==> src/rtl/cpu_pkg.sv <==
// Shared core definitions: word width, reset stack-pointer value and the stack
// operation decode used by stack_unit.
package cpu_pkg;

    localparam int WORD_W   = 16;
    localparam int RESET_SP = 0;

    typedef enum logic [2:0] {
        OP_IDLE,
        OP_FLUSH,
        OP_REPLACE,
        OP_PUSH,
        OP_PUSH_UNF,
        OP_PUSH_REJ,
        OP_POP,
        OP_POP_REJ
    } stack_op_e;

    // Priority decode of one cycle's requests against the current status.
    function automatic stack_op_e stack_decode(
        input logic push,
        input logic pop,
        input logic flush,
        input logic empty,
        input logic full
    );
        stack_op_e op;
        op = OP_IDLE;
        if (flush)
            op = OP_FLUSH;
        else if (push && pop)
            op = empty ? OP_PUSH_UNF : OP_REPLACE;
        else if (push)
            op = full ? OP_PUSH_REJ : OP_PUSH;
        else if (pop)
            op = empty ? OP_POP_REJ : OP_POP;
        return op;
    endfunction

endpackage

==> src/rtl/stack_ram.sv <==
// Stack body storage: one synchronous write port, one asynchronous read port,
// no reset so it maps onto distributed memory.
module stack_ram #(
    parameter int DATA_W = 16,
    parameter int DEPTH  = 16,
    parameter int AW     = $clog2(DEPTH)
) (
    input  logic              clk,
    input  logic              we,
    input  logic [AW-1:0]     wr_addr,
    input  logic [DATA_W-1:0] wr_data,
    input  logic [AW-1:0]     rd_addr,
    output logic [DATA_W-1:0] rd_data
);

    logic [DATA_W-1:0] mem [DEPTH];

    always_ff @(posedge clk) begin
        if (we)
            mem[wr_addr] <= wr_data;
    end

    assign rd_data = mem[rd_addr];

endmodule

==> src/rtl/stack_unit.sv <==
// Bounded hardware stack with a registered top-of-stack, replace-top, flush and
// sticky overflow/underflow flags. Entries below the top live in stack_ram.
module stack_unit
    import cpu_pkg::*;
#(
    parameter  int DATA_W = WORD_W,
    parameter  int DEPTH  = 16,
    localparam int CNT_W  = $clog2(DEPTH) + 1
) (
    input  logic              clk,
    input  logic              rst_n,
    input  logic              push,
    input  logic              pop,
    input  logic [DATA_W-1:0] push_data,
    input  logic              flush,
    input  logic              clr_err,
    output logic [DATA_W-1:0] top_data,
    output logic [CNT_W-1:0]  count,
    output logic              empty,
    output logic              full,
    output logic              overflow,
    output logic              underflow
);

    localparam int AW = $clog2(DEPTH);

    logic [CNT_W-1:0]  count_reg, count_next;
    logic [DATA_W-1:0] top_reg, top_next;
    logic              ovf_reg, ovf_next;
    logic              unf_reg, unf_next;
    logic              ovf_set, unf_set;
    logic              ram_we;
    logic [AW-1:0]     wr_addr, rd_addr;
    logic [DATA_W-1:0] rd_data;
    logic              empty_int, full_int;
    stack_op_e         op;

    assign empty_int = (count_reg == '0);
    assign full_int  = (count_reg == CNT_W'(DEPTH));

    // The old top spills to entry count-1; the entry beneath it is count-2.
    // Out-of-range values at low counts are never used: writes and the pop
    // refill are both gated by the count.
    assign wr_addr = AW'(count_reg - CNT_W'(1));
    assign rd_addr = AW'(count_reg - CNT_W'(2));

    stack_ram #(
        .DATA_W (DATA_W),
        .DEPTH  (DEPTH),
        .AW     (AW)
    ) u_ram (
        .clk     (clk),
        .we      (ram_we),
        .wr_addr (wr_addr),
        .wr_data (top_reg),
        .rd_addr (rd_addr),
        .rd_data (rd_data)
    );

    always_comb begin
        op         = stack_decode(push, pop, flush, empty_int, full_int);
        count_next = count_reg;
        top_next   = top_reg;
        ram_we     = 1'b0;
        ovf_set    = 1'b0;
        unf_set    = 1'b0;
        case (op)
            OP_FLUSH: begin
                count_next = '0;
                top_next   = '0;
            end
            OP_REPLACE: begin
                top_next = push_data;
            end
            OP_PUSH_UNF: begin
                count_next = CNT_W'(1);
                top_next   = push_data;
                unf_set    = 1'b1;
            end
            OP_PUSH: begin
                ram_we     = !empty_int;
                count_next = count_reg + CNT_W'(1);
                top_next   = push_data;
            end
            OP_PUSH_REJ: begin
                ovf_set = 1'b1;
            end
            OP_POP: begin
                count_next = count_reg - CNT_W'(1);
                top_next   = (count_reg > CNT_W'(1)) ? rd_data : '0;
            end
            OP_POP_REJ: begin
                unf_set = 1'b1;
            end
            default: begin
            end
        endcase
        // A new error outranks a simultaneous clear.
        ovf_next = ovf_set | (ovf_reg & ~clr_err);
        unf_next = unf_set | (unf_reg & ~clr_err);
    end

    always_ff @(posedge clk or negedge rst_n) begin
        if (!rst_n) begin
            count_reg <= CNT_W'(RESET_SP);
            top_reg   <= '0;
            ovf_reg   <= 1'b0;
            unf_reg   <= 1'b0;
        end else begin
            count_reg <= count_next;
            top_reg   <= top_next;
            ovf_reg   <= ovf_next;
            unf_reg   <= unf_next;
        end
    end

    assign top_data  = top_reg;
    assign count     = count_reg;
    assign empty     = empty_int;
    assign full      = full_int;
    assign overflow  = ovf_reg;
    assign underflow = unf_reg;

endmodule

==> config.mk <==
export PLATFORM = sky130hd
export DESIGN_NAME = stack_unit
export DESIGN_NICKNAME = d
export VERILOG_FILES = /design/src/rtl/cpu_pkg.sv /design/src/rtl/stack_ram.sv /design/src/rtl/stack_unit.sv
export SDC_FILE = /design/constraint.sdc
export NUM_CORES = 1
export LEC_CHECK = 0
export ABC_AREA = 1
export CAP_MARGIN = 20
export CORE_MARGIN = 1.5
export CORE_UTILIZATION = 57
export CTS_BUF_LIST = sky130_fd_sc_hd__clkbuf_4
export DETAILED_ROUTE_END_ITERATION = 6
export PLACE_DENSITY = 0.78
export SETUP_SLACK_MARGIN = 0.4
export SYNTH_ARGS = -nofsm -noshare
export SYNTH_HDL_FRONTEND = slang
export SYNTH_SLANG_ARGS = --single-unit
==> constraint.sdc <==
create_clock -name clk -period 2.98 [get_ports clk]
set_clock_uncertainty 0.05 [all_clocks]
set_input_delay 0.447 -clock clk [delete_from_list [all_inputs] [get_ports clk]]
set_output_delay 0.447 -clock clk [all_outputs]
set_load 0.05 [all_outputs]
==> results.cfg, run 1 <==
[route]
vias_per_cell = 5.93
antenna_left = 0
vias = 8390
finalWirelength_um = 31300
route.detailed.drc = 0
drt_first_pass_iters = 7
wl_per_cell_um = 22.1
drt-initial-drc-count = 1225

[job]
drv_cap = 0

[clock_tree]
path_clk_slew_ns = 0.07
cts.sinks = 279
insertion_delay_ns = 0.66
ctsHtreeMaxLevel = 3
cts_setup_buffers = 0
root_buffer = clkbuf_4
cts_tree = done
numCtsBuffers = 70
cts_buffer_depth = 3
holdBufCountCts = 0

[global_route]
grt_pass1_wl_um = 46900
grt_usage = 0.300
antenna_found_initial = 2
use_met3 = 0.0775
first_global_vias = 8272
grt_max_degree = 137
met2_usage = 0.478
top_usage_layer = met2
grt_use_met1 = 0.383
grt.overflow.total = 0

[die]
die_w_um = 147
core_area_um2 = 20200
dieArea_um2 = 21500
fp.dieH_um = 147
placementRows = 52
start_util = 0.581
top_level_ports = 47

[timing]
hold_viol_final = 0
drv_slew = 0
tightest_slew_ns = 0.831
setup_viol_count_final = 0
rsz0062_at_grt = no
max_freq_mhz = 396
relSlewSlack = 0.446
tns_ns = 0
fin_crit_ns = 2.52
fin_crit_sh = 0.847

[synthesis]
syn_nets = 1052
async_flop_share = 0.0824
yosys_warnings = 0
syn_avg_cell_area_um2 = 11.5
synth_area_um2 = 11800
synthFlopType = edfxtp_1
synth_edf_count = 256
netlist_instances = 1021
ys_ff_latch = 279
ys_types = 32
ys_seq_area_frac = 0.702

[placement]
gp_congestion = 0.946
post-dp-hpwl_um = 19400
portBuffers = 46

[min_path]
hold_path.class = in -> async

[critical_path]
required_ns = 2.48
crit_buf_inv = 1
cp_slowest_cell = clkdlybuf4s50_1
r2r_setup_slack_ns = 0.51
worstSetupStartpointType = register
end_kind = output port
worst-setup-path-type = reg -> out
r2r_cells = 5
r2r-end = u_ram.mem[9][4]$_DFFE_PP_
cpPeakStageDelay_ns = 0.88
crit_family = buffers and inverters
arrival_ns = 2.03
path_cells = clkdlybuf4s50_1
crit_fanout = 2
cp.depth = 1
r2r-start = count[0]$_DFFE_PN0P_

[power]
pwr-share-seq = 0.380
p_int_uw = 7780
p_switching_uw = 5280
comb_power_share = 0.375
vdd_ir_drop_max_mv = 0.620
pwr-share-clk = 0.245
power_density_nw_per_um2 = 964
leakagePower_uw = 0.00512
swShare = 0.404

[cells_and_area]
layout-drive-gt1-share = 0.156
largest_reg_flops = 256
fin_nets = 1137
fin_util = 0.669
area_growth_syn_to_layout_pct = 15.1

[outcome]
status = completed
[how the worst max path moves through the flow]
stage / start / to / slack, ns
after floorplan: count[0]$_DFFE_PN0P_ / u_ram.mem[0][0]$_DFFE_PP_ / 0.41
after global placement: push / u_ram.mem[13][0]$_DFFE_PP_ / 0.38
after detailed placement: push / u_ram.mem[13][15]$_DFFE_PP_ / 0.35
after CTS: count[0]$_DFFE_PN0P_ / count[0] / 0.27
after global routing: count[0]$_DFFE_PN0P_ / empty / 0.41
final: top_data[4]$_DFFE_PN0P_ / top_data[4] / 0.46
[synthesized netlist by cell type, drive strengths merged (2+ instances only)]
master  number  area, um2
clkbuf      15       56.3
xor2         3       26.3
a21oi        3       18.8
ha           9        113
xnor2        3       45.1
edfxtp     256       7690
dfrtp       23        576
nor2        34        159
buf         47        254
nand2      319       1210
inv         22       82.6
nand4       25        178
nand3      257       1320
o21ai        2       10.0
[cell families after synthesis]
group | count (synthesis) | share of synthesized area
xor gates and xnor gates | 6 | 0.00606
and+or+nand+nor | 635 | 0.243
adders and majority gates | 9 | 0.00957
buffers and inverters | 85 | 0.0338
DFF | 279 | 0.702
AOI/OAI and AO/OA | 7 | 0.00500
[through the flow]
step	power (uW)	cell area [um2]	std cells	hold WS, ns	worst slack, ns
after detailed placement	9770	12700	1304	0.422	0.345
after floorplan	7980	12000	1021	0.101	0.405
final	13100	13500	1415	0.0981	0.456
after global routing	13500	13500	1415	0.114	0.410
after CTS	12900	13500	1414	0.0892	0.268
after global placement	9710	12700	1304	0.422	0.379
[metal layers]
layer	wire length, um	share of wire
met1	11000	0.35
met2	14900	0.48
met3	3840	0.12
met4	1540	0.049
met5	0	0
[cell type report]
class,instances,area [um2]
Inverter,23,104
Antenna cell,1,2.50
Clock buffer,93,698
Multi-Input combinational cell,657,3280
Sequential cell,279,8270
Clock inverter,17,173
Fill cell,1446,6690
Timing Repair Buffer,75,679
Tap cell,270,338
[power groups by stage]
stage	combinational [uW]	sequential [uW]	clock [uW]
after global placement	4680	5030	0
after floorplan	2530	5450	0
final	4890	4970	3200
after global routing	5120	4970	3410
after CTS	4770	4950	3220
after detailed placement	4750	5030	0
[repair_timing]
action                     in CTS  in global routing
setup endpoints to repair       2                 20
resized for setup               2                  4
cloned                          0                  0
[cells in the final DEF (no fill, tap or decap), drive strengths merged]
cell type / count
a21oi: 3
a31oi: 1
buf: 32
bufinv: 4
clkbuf: 94
clkdlybuf4s50: 40
clkinv: 12
clkinvlp: 1
dfrtp: 23
diode: 1
dlygate4sd2: 1
dlymetal6s2s: 1
edfxtp: 256
ha: 9
inv: 23
nand2: 319
nand3: 257
nand4: 25
nor2: 34
o2111ai: 1
o21ai: 2
xnor2: 3
xor2: 3
Note: power is estimated with default switching activity, not from simulation.
==> inputs of run 2 (changes only) <==
Clock period 2.98 ns to 2.15 ns, I/O delays scaled along.
==> results.cfg, run 2 (synthesis gave the netlist of run 1 again) <==
[route]
route.detailed.drc = 3
vias = 9059
drt_first_pass_iters = 7
antenna_left = 0
wl_per_cell_um = 23.0
finalWirelength_um = 34300
drt-initial-drc-count = 1264
vias_per_cell = 6.07

[clock_tree]
path_clk_slew_ns = 0.07
root_buffer = clkbuf_4
cts.sinks = 279
cts_tree = done
cts_buffer_depth = 3
numCtsBuffers = 68
ctsHtreeMaxLevel = 3
insertion_delay_ns = 0.69

[critical_path]
r2r_cells = 9
crit_fanout = 4
worst-setup-path-type = reg -> out
worstSetupStartpointType = register
end_kind = output port
arrival_ns = 1.78
required_ns = 1.78

[die]
placementRows = 52
die_w_um = 147
fp.dieH_um = 147
start_util = 0.581
core_area_um2 = 20200
top_level_ports = 47
dieArea_um2 = 21500

[cells_and_area]
fin_nets = 1207
final_cell_mix = nand2_1, edfxtp_1, nand3_1
layout_commonest_cell = nand2_1
largest_reg_flops = 256
multiInputGateArea_um2 = 3410
layout-drive-gt1-share = 0.242
stdcell_area_um2 = 14700
fillers = 1238
area_growth_syn_to_layout_pct = 25.3
seqCellArea_um2 = 8270

[global_route]
antenna_found_initial = 1
grt_usage = 0.320
top_usage_layer = met2
use_met3 = 0.0794
grt_pass1_wl_um = 50500
met2_usage = 0.466
grt_max_degree = 72
grt_use_met1 = 0.441
grt.overflow.total = 0
first_global_vias = 8562

[placement]
portBuffers = 46
placed_area_um2 = 13300
dp_slack_ns = 0.0369
gp_congestion = 0.937
post-dp-hpwl_um = 20700

[timing]
drv_slew = 0
setup_viol_count_final = 1
fin_crit_ns = 2.15
hold_ws_ns = 0.140
max_freq_mhz = 465
setup_slack_ns = -0.000209
tightest_slew_ns = 0.517
hold_viol_final = 0
fin_crit_sh = 1.00
rsz0062_at_grt = yes
relSlewSlack = 0.656

[power]
leakagePower_uw = 0.00564
vdd_ir_drop_max_mv = 1.25
power.total_uw = 19600
power_density_nw_per_um2 = 1330

[min_path]
hold_path.class = in -> reg
hold_depth = 3

[job]
drv_cap = 0

[outcome]
status = complete, but fails checks
violations = design-rule violations, negative setup slack
[run 2: cell count changes in the layout (fill, tap and decap cells not counted), moves of 5 or more]
cell | previous run | this run
clkdlybuf4s50_1 | 40 | 21
buf_6 | 0 | 6
buf_12 | 1 | 30
nand2_8 | 0 | 5
clkbuf_4 | 93 | 99
buf_4 | 31 | 76
nand3_1 | 254 | 249
[run 2: power by group]
| group | total, uW | internal, uW | switching, uW | leakage [uW] |
|---|---|---|---|---|
| Sequential | 6930 | 6610 | 322 | 0.00264 |
| Clock | 4460 | 2360 | 2100 | 0.000513 |
| Combinational | 8160 | 2640 | 5510 | 0.00249 |
[run 2: cell type report]
cell class / instances / share of cell area
Sequential cell: 279 / 0.561
Multi-Input combinational cell: 657 / 0.232
Timing Repair Buffer: 147 / 0.118
Clock buffer: 99 / 0.0504
Tap cell: 270 / 0.0229
Clock inverter: 17 / 0.00891
Inverter: 23 / 0.00730
Antenna cell: 1 / 0.000170
[run 2: worst paths after layout]
| check | startpoint | endpoint | slack, ns |
|---|---|---|---|
| min | push_data[11] | top_data[11]$_DFFE_PN0P_ | 0.14 |
| max | count[0]$_DFFE_PN0P_ | full | -0.0002 |
| min in group asynchronous | rst_n | overflow$_DFF_PN0_ | 0.51 |
| max reg2reg | count[0]$_DFFE_PN0P_ | u_ram.mem[3][2]$_DFFE_PP_ | 0.01 |
| max in group asynchronous | rst_n | top_data[15]$_DFFE_PN0P_ | 1.27 |
| min reg2reg | underflow$_DFF_PN0_ | underflow$_DFF_PN0_ | 0.45 |
[run 2: routing by layer]
layer | share of wire | vias up
met2 | 0.45 | 726
met5 | 0 | -
met4 | 0.058 | 0
li1 | - | 3951
met3 | 0.13 | 120
met1 | 0.36 | 4262
[run 2: metrics by stage]
stage,utilization,setup TNS [ns],instances
finish,0.728,-0.000209,1493
global route,0.728,-2.00,1493
CTS,0.722,-0.00406,1487
detailed placement,0.658,0,1351
global placement,0.658,0,1351
floorplan,-,-93.25,1021
[run 2: worst max-delay path: stages, from the launching register on]
cell and delay [ns]:
dfrtp_4 0.51, inv_4 0.08, ha_4 0.18, nand3_4 0.09, clkinvlp_4 0.08, buf_8 0.13
[run 2: repair_timing]
item,CTS,global route
hold buffers,1,0
cloned,5,2
gates resized for setup,56,13
hold endpoints to repair,23,0
endpoints found under the setup margin,293,299
buffers inserted,14,3
pin swaps,6,17
==> inputs of run 3 (changes only) <==
Settings changed: HOLD_SLACK_MARGIN set to 0.12.
==> results of run 3 <==
Final layout, timing and power as in run 2 (identical DEF).
